`src/rtl/if_pkg.sv`:
```
// Shared types and constants for the instruction-fetch stage.
package if_pkg;

   localparam logic [31:0] PC_INCREMENT     = 32'h4;
   localparam logic [31:0] DEFAULT_RESET_PC = 32'h0000_0000;
   localparam int unsigned ENTRY_W          = 64;

   typedef enum logic [1:0] {
      IDLE = 2'd0,
      REQ  = 2'd1,
      DROP = 2'd2
   } fetch_state_e;

   typedef struct packed {
      logic [31:0] pc;
      logic [31:0] inst;
   } if_entry_t;

   function automatic logic [31:0] align_pc(input logic [31:0] pc);
      return {pc[31:2], 2'b00};
   endfunction

endpackage

```
`src/rtl/if_fetch_buf.sv`:
```
// Synchronous FIFO holding fetched {pc, inst} entries; flush empties it in one cycle.
module if_fetch_buf #(
   parameter int unsigned DEPTH = 2,
   parameter int unsigned WIDTH = 64
) (
   input  logic                         clk,
   input  logic                         rst,
   input  logic                         i_push,
   input  logic [WIDTH-1:0]             i_push_data,
   input  logic                         i_pop,
   input  logic                         i_flush,
   output logic [$clog2(DEPTH):0]       o_count,
   output logic                         o_full,
   output logic                         o_empty,
   output logic [WIDTH-1:0]             o_head
);

   localparam int unsigned AW = $clog2(DEPTH);
   localparam int unsigned CW = AW + 1;

   logic [WIDTH-1:0] r_mem [DEPTH];
   logic [AW-1:0]    r_wr_ptr;
   logic [AW-1:0]    r_rd_ptr;
   logic [CW-1:0]    r_count;
   logic             w_do_push;
   logic             w_do_pop;

   assign o_empty   = (r_count == '0);
   assign o_full    = (r_count == CW'(DEPTH));
   assign w_do_pop  = i_pop && !o_empty;
   // A push into a full buffer is accepted only when the head leaves in the same cycle.
   assign w_do_push = i_push && (!o_full || w_do_pop);

   always_ff @(posedge clk) begin
      if (!rst || i_flush) begin
         r_wr_ptr <= '0;
         r_rd_ptr <= '0;
         r_count  <= '0;
      end else begin
         if (w_do_push) r_wr_ptr <= r_wr_ptr + AW'(1);
         if (w_do_pop)  r_rd_ptr <= r_rd_ptr + AW'(1);
         r_count <= r_count + CW'(w_do_push) - CW'(w_do_pop);
      end
   end

   always_ff @(posedge clk) begin
      if (rst && !i_flush && w_do_push) r_mem[r_wr_ptr] <= i_push_data;
   end

   assign o_count = r_count;
   assign o_head  = r_mem[r_rd_ptr];

endmodule

```
`src/rtl/if_fetch_unit.sv`:
```
// Instruction-fetch stage: owns the fetch PC, issues one outstanding imem read at a time,
// buffers returned words with their PCs and handles redirects (flushing stale fetches).
module if_fetch_unit
   import if_pkg::*;
#(
   parameter logic [31:0] RESET_PC  = DEFAULT_RESET_PC,
   parameter int unsigned BUF_DEPTH = 2
) (
   input  logic        clk,
   input  logic        rst,
   input  logic        inst_ce,
   output logic        imem_req,
   output logic [31:0] imem_addr,
   input  logic        imem_ack,
   input  logic [31:0] imem_rdata,
   input  logic        redirect_valid,
   input  logic [31:0] redirect_pc,
   output logic        if_valid,
   input  logic        if_ready,
   output logic [31:0] if_inst,
   output logic [31:0] if_pc
);

   localparam int unsigned CW = $clog2(BUF_DEPTH) + 1;

   fetch_state_e r_state;
   fetch_state_e w_state_nxt;
   logic [31:0]  r_fetch_pc;
   logic [31:0]  w_pc_nxt;
   logic [31:0]  r_addr;
   logic [31:0]  w_addr_nxt;
   logic         r_req;
   logic         w_req_nxt;

   logic         w_ack;
   logic         w_pop;
   logic         w_push;
   logic         w_flush;
   logic [31:0]  w_redir_pc;
   logic [31:0]  w_pc_inc;
   logic [CW-1:0] w_count;
   logic [CW:0]  w_occ;
   logic         w_full;
   logic         w_empty;
   logic         w_space_idle;
   logic         w_space_req;
   if_entry_t    w_push_entry;
   if_entry_t    w_head;

   assign w_ack        = imem_ack && r_req;
   assign w_pop        = !w_empty && if_ready;
   assign w_redir_pc   = align_pc(redirect_pc);
   assign w_pc_inc     = r_fetch_pc + PC_INCREMENT;
   assign w_push_entry = '{pc: r_fetch_pc, inst: imem_rdata};

   // Both issue points leave nothing outstanding afterwards, so space reduces to
   // occupancy after this cycle's pop (and, in REQ, this cycle's push) being below depth.
   assign w_space_idle = !w_full || w_pop;
   assign w_occ        = (CW+1)'(w_count) + (CW+1)'(1) - (CW+1)'(w_pop);
   assign w_space_req  = (w_occ < (CW+1)'(BUF_DEPTH));

   always_comb begin
      w_state_nxt = r_state;
      w_pc_nxt    = r_fetch_pc;
      w_addr_nxt  = r_addr;
      w_req_nxt   = r_req;
      w_push      = 1'b0;
      w_flush     = 1'b0;
      unique case (r_state)
         IDLE: begin
            if (redirect_valid) begin
               w_pc_nxt = w_redir_pc;
               w_flush  = 1'b1;
            end else if (inst_ce && w_space_idle) begin
               w_state_nxt = REQ;
               w_req_nxt   = 1'b1;
               w_addr_nxt  = r_fetch_pc;
            end
         end
         REQ: begin
            if (redirect_valid) begin
               w_pc_nxt = w_redir_pc;
               w_flush  = 1'b1;
               if (w_ack) begin
                  w_state_nxt = IDLE;
                  w_req_nxt   = 1'b0;
               end else begin
                  w_state_nxt = DROP;
               end
            end else if (w_ack) begin
               w_push   = 1'b1;
               w_pc_nxt = w_pc_inc;
               if (inst_ce && w_space_req) begin
                  w_addr_nxt = w_pc_inc;
               end else begin
                  w_state_nxt = IDLE;
                  w_req_nxt   = 1'b0;
               end
            end
         end
         DROP: begin
            if (redirect_valid) begin
               w_pc_nxt = w_redir_pc;
               w_flush  = 1'b1;
            end
            if (w_ack) begin
               w_state_nxt = IDLE;
               w_req_nxt   = 1'b0;
            end
         end
         default: begin
            w_state_nxt = IDLE;
            w_req_nxt   = 1'b0;
         end
      endcase
   end

   always_ff @(posedge clk) begin
      if (!rst) begin
         r_state    <= IDLE;
         r_fetch_pc <= RESET_PC;
         r_addr     <= RESET_PC;
         r_req      <= 1'b0;
      end else begin
         r_state    <= w_state_nxt;
         r_fetch_pc <= w_pc_nxt;
         r_addr     <= w_addr_nxt;
         r_req      <= w_req_nxt;
      end
   end

   if_fetch_buf #(
      .DEPTH (BUF_DEPTH),
      .WIDTH (ENTRY_W)
   ) u_buf (
      .clk         (clk),
      .rst         (rst),
      .i_push      (w_push),
      .i_push_data (w_push_entry),
      .i_pop       (w_pop),
      .i_flush     (w_flush),
      .o_count     (w_count),
      .o_full      (w_full),
      .o_empty     (w_empty),
      .o_head      (w_head)
   );

   assign imem_req  = r_req;
   assign imem_addr = r_addr;
   assign if_valid  = !w_empty;
   assign if_inst   = w_empty ? '0 : w_head.inst;
   assign if_pc     = w_empty ? '0 : w_head.pc;

endmodule

```
`config.mk`:
```
export PLATFORM = sky130hd
export DESIGN_NAME = if_fetch_unit
export DESIGN_NICKNAME = d
export VERILOG_FILES = /design/src/rtl/if_pkg.sv /design/src/rtl/if_fetch_buf.sv /design/src/rtl/if_fetch_unit.sv
export SDC_FILE = /design/constraint.sdc
export NUM_CORES = 1
export LEC_CHECK = 0
export BUFFER_PORTS_ARGS = -buffer_cell sky130_fd_sc_hd__clkbuf_2
export CAP_MARGIN = 20
export CORE_MARGIN = 2
export CORE_UTILIZATION = 50
export DETAILED_ROUTE_END_ITERATION = 10
export PLACE_DENSITY = 0.76
export SKIP_LAST_GASP = 1
export SLEW_MARGIN = 20
export SYNTH_ARGS = -nofsm -noshare
export SYNTH_HDL_FRONTEND = slang
export SYNTH_SLANG_ARGS = --single-unit
```
`constraint.sdc`:
```
create_clock -name clk -period 7.98 [get_ports clk]
set_input_delay 0 -clock clk [delete_from_list [all_inputs] [get_ports clk]]
set_output_delay 0 -clock clk [all_outputs]
set_load 0.02 [all_outputs]
```
Word level (Yosys, flattened, before mapping)
Memory sizes are Yosys's and may differ from the RTL's. A register that Yosys moved wholly into a read port is not among the register bits.
Index checks and enable logic that the tools add are counted.

storage, ports and cells
  bits in registers = 71
  bits in latches = 0
  RAM bits = 128
  bits in read-only memories = 0
  output and inout bits = 98
  word-level logic and storage cells = 89
  memories kept = 1

memories
  name         words  bits a word  read ports  clocked after Yosys merged registers in  wr ports  RTL line            source
  u_buf.r_mem  2      64           1           1                                        1         if_fetch_buf.sv:21  logic [WIDTH-1:0] r_mem [DEPTH];

cells by class
  add/subtract/negate cells = 7
  multipliers = 0
  divide/modulo/power cells = 0
  magnitude comparators = 1
  equal/unequal tests = 12
  shift-type cells = 0
  multiplexer cells = 36
  bitwise operators = 0
  reduce and logical (&&, ||, !) cells = 25

operator list
  operator               count
  $mux 32                10
  $pmux 32 s2            2
  $add 32x3->32 const B  1
  $mux 1                 15
  $mux 2                 7
  $ne 2x2->1 const B     6
  $logic_and 1x1->1      8
  $ne 3x3->1 const B     2
  $pmux 2 s3             1
  $reduce_and 6->1       1
  $reduce_and 5->1       1
  $eq 2x2->1 const B     2
  $logic_not 1->1        4
  $logic_not 2->1        2
  $reduce_and 4->1       1
  $reduce_bool 2->1      2
  $add 2x1->3 const B    1
  $logic_or 1x1->1       3
  $lt 3x2->1 const B     1
  $pmux 1 s3             1
  $reduce_and 3->1       1
  $reduce_or 3->1        1
  $sub 3x1->3            1
  $add 1x1->1 const B    2
  5 further kinds        5

Logic depth before layout (Yosys ltp)
Gate-level depths: netlist of the first run.

  depth after elaboration = 10
  mapped depth = 9
  mapped depth without buffers = 9

Cells and area by module
A second synthesis of the first run with hierarchy kept.

unflattened totals
  cell total of the unflattened synthesis = 782
  area, all modules = 8,941.1 µm²

modules (own cells, without submodules)
  module         instances  cells an instance  area each (µm²)  sequential area each (µm²)
  if_fetch_buf   1          231                4,852.2          3,943.8
  if_fetch_unit  1          551                4,088.9          1,261.2

Worst setup path before layout of the first run
Ideal clock, no wire load.

  path kind = flip-flop to flip-flop
  from = reg r_req, in the netlist imem_req
  to = mem u_buf.r_mem[0][0], enable pin
  arrival time = 7.063 ns
  setup slack = 0.282 ns
  stages on the path, launching flop included = 4
  path buffers = 0
  path through = dfxtp_1 -> nand4b_4 -> or2_2 -> nor4_1

on the way
  cells in the longest elaborated chain, start to end = 8

RTL lines
  item                          RTL line              source
  start: declaration            if_fetch_unit.sv:32   logic r_req;
  start signal: assignment      if_fetch_unit.sv:128  r_req <= w_req_nxt;
  $logic_and 1x1->1             if_fetch_unit.sv:50   assign w_ack = imem_ack && r_req;
  $mux 1                        if_fetch_unit.sv:90   end else if (w_ack) begin
  $mux 1                        if_fetch_unit.sv:81   if (redirect_valid) begin
  $mux 1                        if_fetch_unit.sv:69   unique case (r_state)
  $logic_and 1x1->1             if_fetch_buf.sv:32    assign w_do_push = i_push && (!o_full || w_do_pop);
  $logic_and 1x1->1             if_fetch_buf.sv:47    if (rst && !i_flush && w_do_push) r_mem[r_wr_ptr] <= i_push_data;
  $mux 1                        if_fetch_buf.sv:47
  $mux 1 (not written as such)  if_fetch_buf.sv:47
  end: declaration              if_fetch_buf.sv:21

Every way passes these cells.

Worst setup path in the final report of the first run
  from = reg r_state[0]
  to = mem u_buf.r_mem[1][8], enable pin

on the way
  elaborated cells between the ends (all ways) = 12
  classes of those cells = eq/ne (2); mux (4); reduce/logical (6)

RTL lines
  item                          RTL line              source
  start: declaration            if_fetch_unit.sv:26   fetch_state_e r_state;
  start signal: assignment      if_fetch_unit.sv:125  r_state <= w_state_nxt;
  $eq 2x1->1                    if_fetch_unit.sv:69
  $mux 1                        if_fetch_unit.sv:69
  $logic_and 1x1->1             if_fetch_buf.sv:32
  via u_buf.w_do_push           if_fetch_buf.sv:25    logic w_do_push;
  $logic_and 1x1->1             if_fetch_buf.sv:47
  $mux 1                        if_fetch_buf.sv:47
  $mux 1 (not written as such)  if_fetch_buf.sv:47

The timed path passes the listed nets, and every way through them passes these cells.

==> results.json, run 1 <==
{
  "numClockSinks": 192,
  "layout.nets": 1042,
  "worst_slew_pin_slew_ns": 1.08,
  "crit_fanout": 62,
  "ys_ff_latch": 192,
  "placementRows": 48,
  "pre_cts_ws_ns": 5.06,
  "cp_data_required_time_ns": 8.02,
  "grt_pass1_wl_um": 31100,
  "slew_headroom": 0.279,
  "gp_congestion": 0.922,
  "clockBufferDepth": 2,
  "grt_setup_unrepaired": "no",
  "route.vias.total": 6787,
  "fin_crit_ns": 2.96,
  "root_buffer": "clkbuf_16",
  "path_clk_slew_ns": 0.07,
  "drc": 0,
  "syn_area_per_cell_um2": 11.0,
  "area_growth_syn_to_layout_pct": 23.0,
  "initial_utilization": 0.506,
  "grtUsageTotal": 0.218,
  "overflow": 0,
  "slew_violations": 0,
  "p_total_mw": 2.09,
  "synthDistinctLibCells": 64,
  "rrSetupSlack_ns": 5.02,
  "crit_path_start": "r_state[0]",
  "power_density_nw_per_um2": 195,
  "wl_per_cell_um": 16.8,
  "ios": 168,
  "first_global_vias": 5989,
  "cap_viol_max_count": 0,
  "postCtsSetupBuffers": 0,
  "post-route-util": 0.622,
  "reg2reg_from": "r_state[0]",
  "synth_ff_type": "edfxtp_1",
  "hold_viol_final": 0,
  "fmax_mhz": 337,
  "endpoint_kind": "flip-flop",
  "cts_hold_buf": 54,
  "wl_um": 20300,
  "htreeDepth": 4,
  "viasPerCell": 5.62,
  "crit_type": "flip-flop to flip-flop",
  "netlist_area_um2": 8690,
  "finalWorstSetupSlack_ns": 5.02,
  "antenna_found_initial": 0,
  "drt_iter0_drc": 595,
  "fin_crit_sh": 0.371,
  "numCtsBuffers": 17,
  "dieArea_um2": 18500,
  "synthArstFlopShare": 0,
  "cts_resized": 0,
  "ir_drop_mv": 0.151,
  "yosysSeqAreaShare": 0.585,
  "leakagePower_nw": 3.86,
  "status": "finished, final reports clean",
  "die_x_um": 136,
  "endpoint": "u_buf.r_mem[1][8]",
  "insertedDiodeCount": 0,
  "hp-class": "primary input to flip-flop",
  "final_antenna_net_count": 0,
  "die_height_um": 136,
  "grt_max_degree": 64,
  "dpl.hpwl_um": 12900,
  "worst_setup_path_start_kind": "flip-flop",
  "critPathArrivalTime_ns": 3.01,
  "fin_tns_setup_ns": 0,
  "setup_viol": 0,
  "insertion_delay_ns": 0.43,
  "finalClockSkew_ns": 0.0124,
  "port_buffers": 161,
  "synthCells": 793,
  "rr_endpoint": "u_buf.r_mem[1][8]",
  "drive_gt1_frac": 0.221,
  "synth-edff-count": 124,
  "core_um2": 17200,
  "rr_worst_depth": 5,
  "first_pass_iters": 6,
  "yosys_warnings": 0,
  "cts_tree": "done"
}
-- flip-flops by register name, summed over array words and instances, names as in the netlist, named ones only --
register	count
r_fetch_pc	30
u_buf.r_wr_ptr	1
u_buf.o_count	2
u_buf.r_mem	124
imem_req	1
imem_addr	30
u_buf.r_rd_ptr	1
r_state	2
-- cells in the mapped netlist, drive strengths merged (11+ instances only) --
master	n	share of area
nor4	11	0.0086
nand2	40	0.018
nor2	111	0.048
nand3	25	0.014
xor2	12	0.012
nand4	17	0.012
mux2i	65	0.075
o21ai	39	0.022
nor3	17	0.010
dfxtp	68	0.16
a21oi	47	0.028
buf	28	0.017
edfxtp	124	0.43
xnor2	19	0.019
clkbuf	42	0.018
-- placed cells by master, fill, tap and decap left out, types with 19 or more instances in the layout --
master and instances:
a21oi_1 46, clkbuf_2 161, dfxtp_1 67, dlygate4sd3_1 54, edfxtp_1 124, mux2i_1 65, nand2_1 39, nand3_1 25
nor2_1 110, o21ai_0 37, xnor2_1 19
-- where the power goes --
part	switching (mW)	leakage (nW)	internal (mW)
combinational	0.0875	1.92	0.0718
clock	0.361	0.264	0.447
sequential	0.0393	1.68	1.08
-- per-layer routing --
metal  track usage  up-vias  wire length (µm)
li1              -     3256                 -
met1         0.301     3142              8810
met2         0.340      329              9400
met3        0.0362       60              1440
met4        0.0984        0               657
met5             0        -                 0
-- area by class of cell --
| class | count | area, µm² |
|---|---|---|
| tap | 225 | 282 |
| multi-input combinational | 525 | 3310 |
| fill | 1382 | 6480 |
| clock buffer | 20 | 457 |
| sequential | 192 | 5090 |
| inverter | 9 | 33.8 |
| timing repair buffer | 224 | 1410 |
| clock inverter | 12 | 108 |
-- worst min-delay path by stage --
stage / from / endpoint / depth (start not counted)
floorplan: imem_rdata[0] / u_buf.r_mem[0][0] / 0
global placement: imem_rdata[1] / u_buf.r_mem[1][1] / 1
detailed placement: imem_rdata[6] / u_buf.r_mem[1][6] / 1
CTS: redirect_pc[22] / r_fetch_pc[22] / 4
global route: redirect_pc[22] / r_fetch_pc[22] / 4
finish: redirect_pc[30] / r_fetch_pc[30] / 4
-- cell families (layout without fill, tap and decap cells) --
logic type      Yosys count  count (layout)  share of synthesized area
buf+inv                  79             265                     0.0391
flops                   192             192                      0.585
other cells               1               4                   0.000431
xor+xnor                 31              31                     0.0312
mux                      65              65                     0.0748
compound gates          154             154                      0.113
simple gates            268             268                      0.152
fa+ha+maj                 3               3                    0.00432
-- stage by stage --
step | hold slack (ns) | std cells | area [µm²]
2_1_floorplan | 0.0989 | 796 | 8700
3_3_place_gp | 0.189 | 1121 | 9570
3_5_place_dp | 0.192 | 1121 | 9570
4_1_cts | 0.00136 | 1207 | 10700
5_1_grt | 0.00990 | 1207 | 10700
6_report | 0.0233 | 1207 | 10700
-- worst max-delay path, cell delays in order (launching register included) --
cell and delay (ns):
dfxtp_1 0.69, nand4b_4 0.27, or2_2 0.41, nor2_1 0.28, and4_2 0.26, buf_4 0.64
Note: power is estimated with default switching activity, not from simulation.
==> run 2, diff against run 1 <==
ABC_AREA = 1   (was unset)
clock period = 2.6 ns   (was 7.98 ns; I/O delays follow)
==> run 2 against run 1 <==
  * Core utilization up 2.9 points
  * Setup slack lost 4.3 ns
  * Register-to-register slack lost 4.3 ns
  * Via count rose by 4.7%
  * Combinational power increased to 7.6 times the previous value
  * Critical path depth rose by 4
  * First-iteration DRC count fell by 4.0%
  * Synthesized cell count up 22%
  * Worst hold slack improved by 0.020 ns
  * Die area shrank 1.6%
  * Sequential share of layout area shrank 0.67 points
  * Global-route usage up 1.2 points
  * Largest power group unchanged
==> results.json, run 2 <==
{
  "status": "finished, final reports clean",
  "synth_most_common_cell": "nand2_1",
  "port_buffers": 161,
  "final_common_cell": "nand2_1",
  "crit_type": "flip-flop to flip-flop",
  "crit_fanout": 38,
  "grtUsageTotal": 0.230,
  "slew_headroom": 0.534,
  "grt_max_degree": 64,
  "area_growth_syn_to_layout_pct": 26.8,
  "viasPerCell": 5.04,
  "synthTopCellsByArea": "edfxtp_1 44%, dfxtp_1 16%, nand2_1 14%, a21oi_1 9.7%, inv_1 2.6%",
  "setup_viol": 0,
  "die_height_um": 135,
  "grt_setup_unrepaired": "no",
  "rr_worst_depth": 9,
  "fin_crit_sh": 0.736,
  "fmax_mhz": 522,
  "synthTopCellsByCount": "328 x nand2_1, 166 x a21oi_1, 124 x edfxtp_1, 68 x dfxtp_1, 60 x inv_1",
  "insertion_delay_ns": 0.43,
  "hold_viol_final": 0,
  "ios": 168,
  "power_density_nw_per_um2": 692,
  "root_buffer": "clkbuf_16",
  "yosysSeqAreaShare": 0.595,
  "synthDistinctLibCells": 31,
  "insertedDiodeCount": 0,
  "die_x_um": 135,
  "antenna_found_initial": 0,
  "dpl.hpwl_um": 13000,
  "slew_violations": 0,
  "synth_top_area_share": 0.435,
  "dieArea_um2": 18200,
  "route.vias.total": 7109,
  "fin_tns_setup_ns": 0,
  "p_total_mw": 7.51,
  "critPathArrivalTime_ns": 1.98,
  "cts_tree": "done",
  "first_global_vias": 6680,
  "clockBufferDepth": 2,
  "largest_register_ffs": 124,
  "yosys_warnings": 0,
  "syn_area_per_cell_um2": 8.84,
  "htreeDepth": 4,
  "netlist_area_um2": 8550,
  "drc": 0,
  "final_antenna_net_count": 0,
  "numClockSinks": 192,
  "place_inst": 1315,
  "core_um2": 16600,
  "cap_viol_max_count": 0,
  "synth_top_area_cell": "edfxtp_1",
  "regMostFlops": "u_buf.r_mem",
  "hp-class": "primary input to flip-flop",
  "synthCells": 967,
  "finalNonFillerCells": 1411,
  "most-common-layout-cells": "328 x nand2_1, 166 x a21oi_1, 161 x clkbuf_2, 124 x edfxtp_1, 66 x dfxtp_1",
  "drt_iter0_drc": 571,
  "grt_pass1_wl_um": 32600,
  "reg2reg_from": "r_state[0]",
  "numCtsBuffers": 17,
  "wl_um": 20500,
  "min_from": "if_ready",
  "path_clk_slew_ns": 0.07,
  "layout.nets": 1251,
  "wl_per_cell_um": 14.5,
  "initial_utilization": 0.514,
  "worst_setup_path_start_kind": "flip-flop",
  "placementRows": 47,
  "synth-edff-count": 124,
  "fin_crit_ns": 1.91,
  "gp_congestion": 0.889,
  "endpoint_kind": "flip-flop",
  "first_pass_iters": 5,
  "crit_path_start": "r_state[0]",
  "cp_data_required_time_ns": 2.66,
  "hold_depth": 6,
  "worst_slew_pin_slew_ns": 0.699,
  "synth_ff_type": "edfxtp_1",
  "overflow": 0,
  "leakagePower_nw": 4.48,
  "ir_drop_mv": 0.520,
  "ys_ff_latch": 192,
  "holdWs_ns": 0.0429,
  "drive_gt1_frac": 0.198,
  "finalClockSkew_ns": 0.00912,
  "synthArstFlopShare": 0
}
==> run 2: cell count changes in the layout (fill, tap and decap cells not counted), moves of 8 or more <==
cell	delta
nor2_4	+10
nand2_1	+289
a211oi_1	-9
inv_1	+50
mux2i_1	-65
nor2_1	-63
nand4_1	-17
a21oi_1	+120
nand2b_1	-8
dlygate4sd3_1	+10
xnor2_1	-17
nor3_1	-14
==> run 2: final cells by class <==
type / instances / area [µm²]
Multi-Input combinational cell: 663 / 3060
Clock buffer: 17 / 425
Clock inverter: 15 / 183
Fill cell: 1337 / 5800
Sequential cell: 192 / 5090
Timing Repair Buffer: 240 / 1570
Tap cell: 220 / 275
Inverter: 64 / 240
==> run 2: per-stage QoR <==
step                utilization  setup WS (ns)  instance area, µm²
floorplan                     -         -0.168                8600
global placement          0.576          0.703                9590
detailed placement        0.576          0.691                9590
CTS                       0.651          0.664               10800
global route              0.651          0.534               10800
finish                    0.651          0.686               10800
==> run 2: repair_timing <==
action	in CTS	in global routing
hold buffers	64	0
gates resized for setup	0	0
hold endpoints to repair	97	0
setup buffers	0	0
==> run 2: critical path, cell delays in order, from the launching register on <==
cell and delay [ns]:
dfxtp_2 0.34, inv_2 0.05, nor2_4 0.11, inv_2 0.04, nor2_2 0.12, nand3_2 0.12, inv_1 0.10, nand2_1 0.10
nor2_4 0.10, buf_4 0.44
==> run 2: report_power, final <==
| part | switching (mW) | leakage [nW] | internal [mW] |
|---|---|---|---|
| clock | 1.16 | 0.284 | 1.53 |
| combinational | 0.776 | 2.51 | 0.430 |
| sequential | 0.185 | 1.69 | 3.43 |
| total | 2.12 | 4.48 | 5.39 |
==> run 2: final timing paths <==
| check | endpoint | slack, ns |
|---|---|---|
| worst min-delay path | flip-flop | 0.04 |
| worst max-delay path | u_buf.r_mem[0][25] | 0.69 |
| worst max register to register | u_buf.r_mem[0][25] | 0.69 |
| worst min register to register | imem_addr[6] | 0.48 |
==> run 2: cells by family after synthesis <==
family                   Yosys count  synth area share
adder cells (fa/ha/maj)            3           0.00439
AO/OA/AOI/OAI                    211             0.125
AND/OR/NAND/NOR                  430             0.206
flip-flops                       192             0.595
other                              1          0.000438
XOR/XNOR                          15            0.0154
buffers and inverters            115            0.0538
==> run 2: routing by layer <==
| metal | track usage | vias up | share of wire |
|---|---|---|---|
| met5 | 0 | - | 0 |
| met4 | 0.0643 | 0 | 0.013 |
| met3 | 0.0462 | 22 | 0.066 |
| met2 | 0.384 | 260 | 0.48 |
| met1 | 0.306 | 3212 | 0.44 |
| li1 | - | 3615 | - |
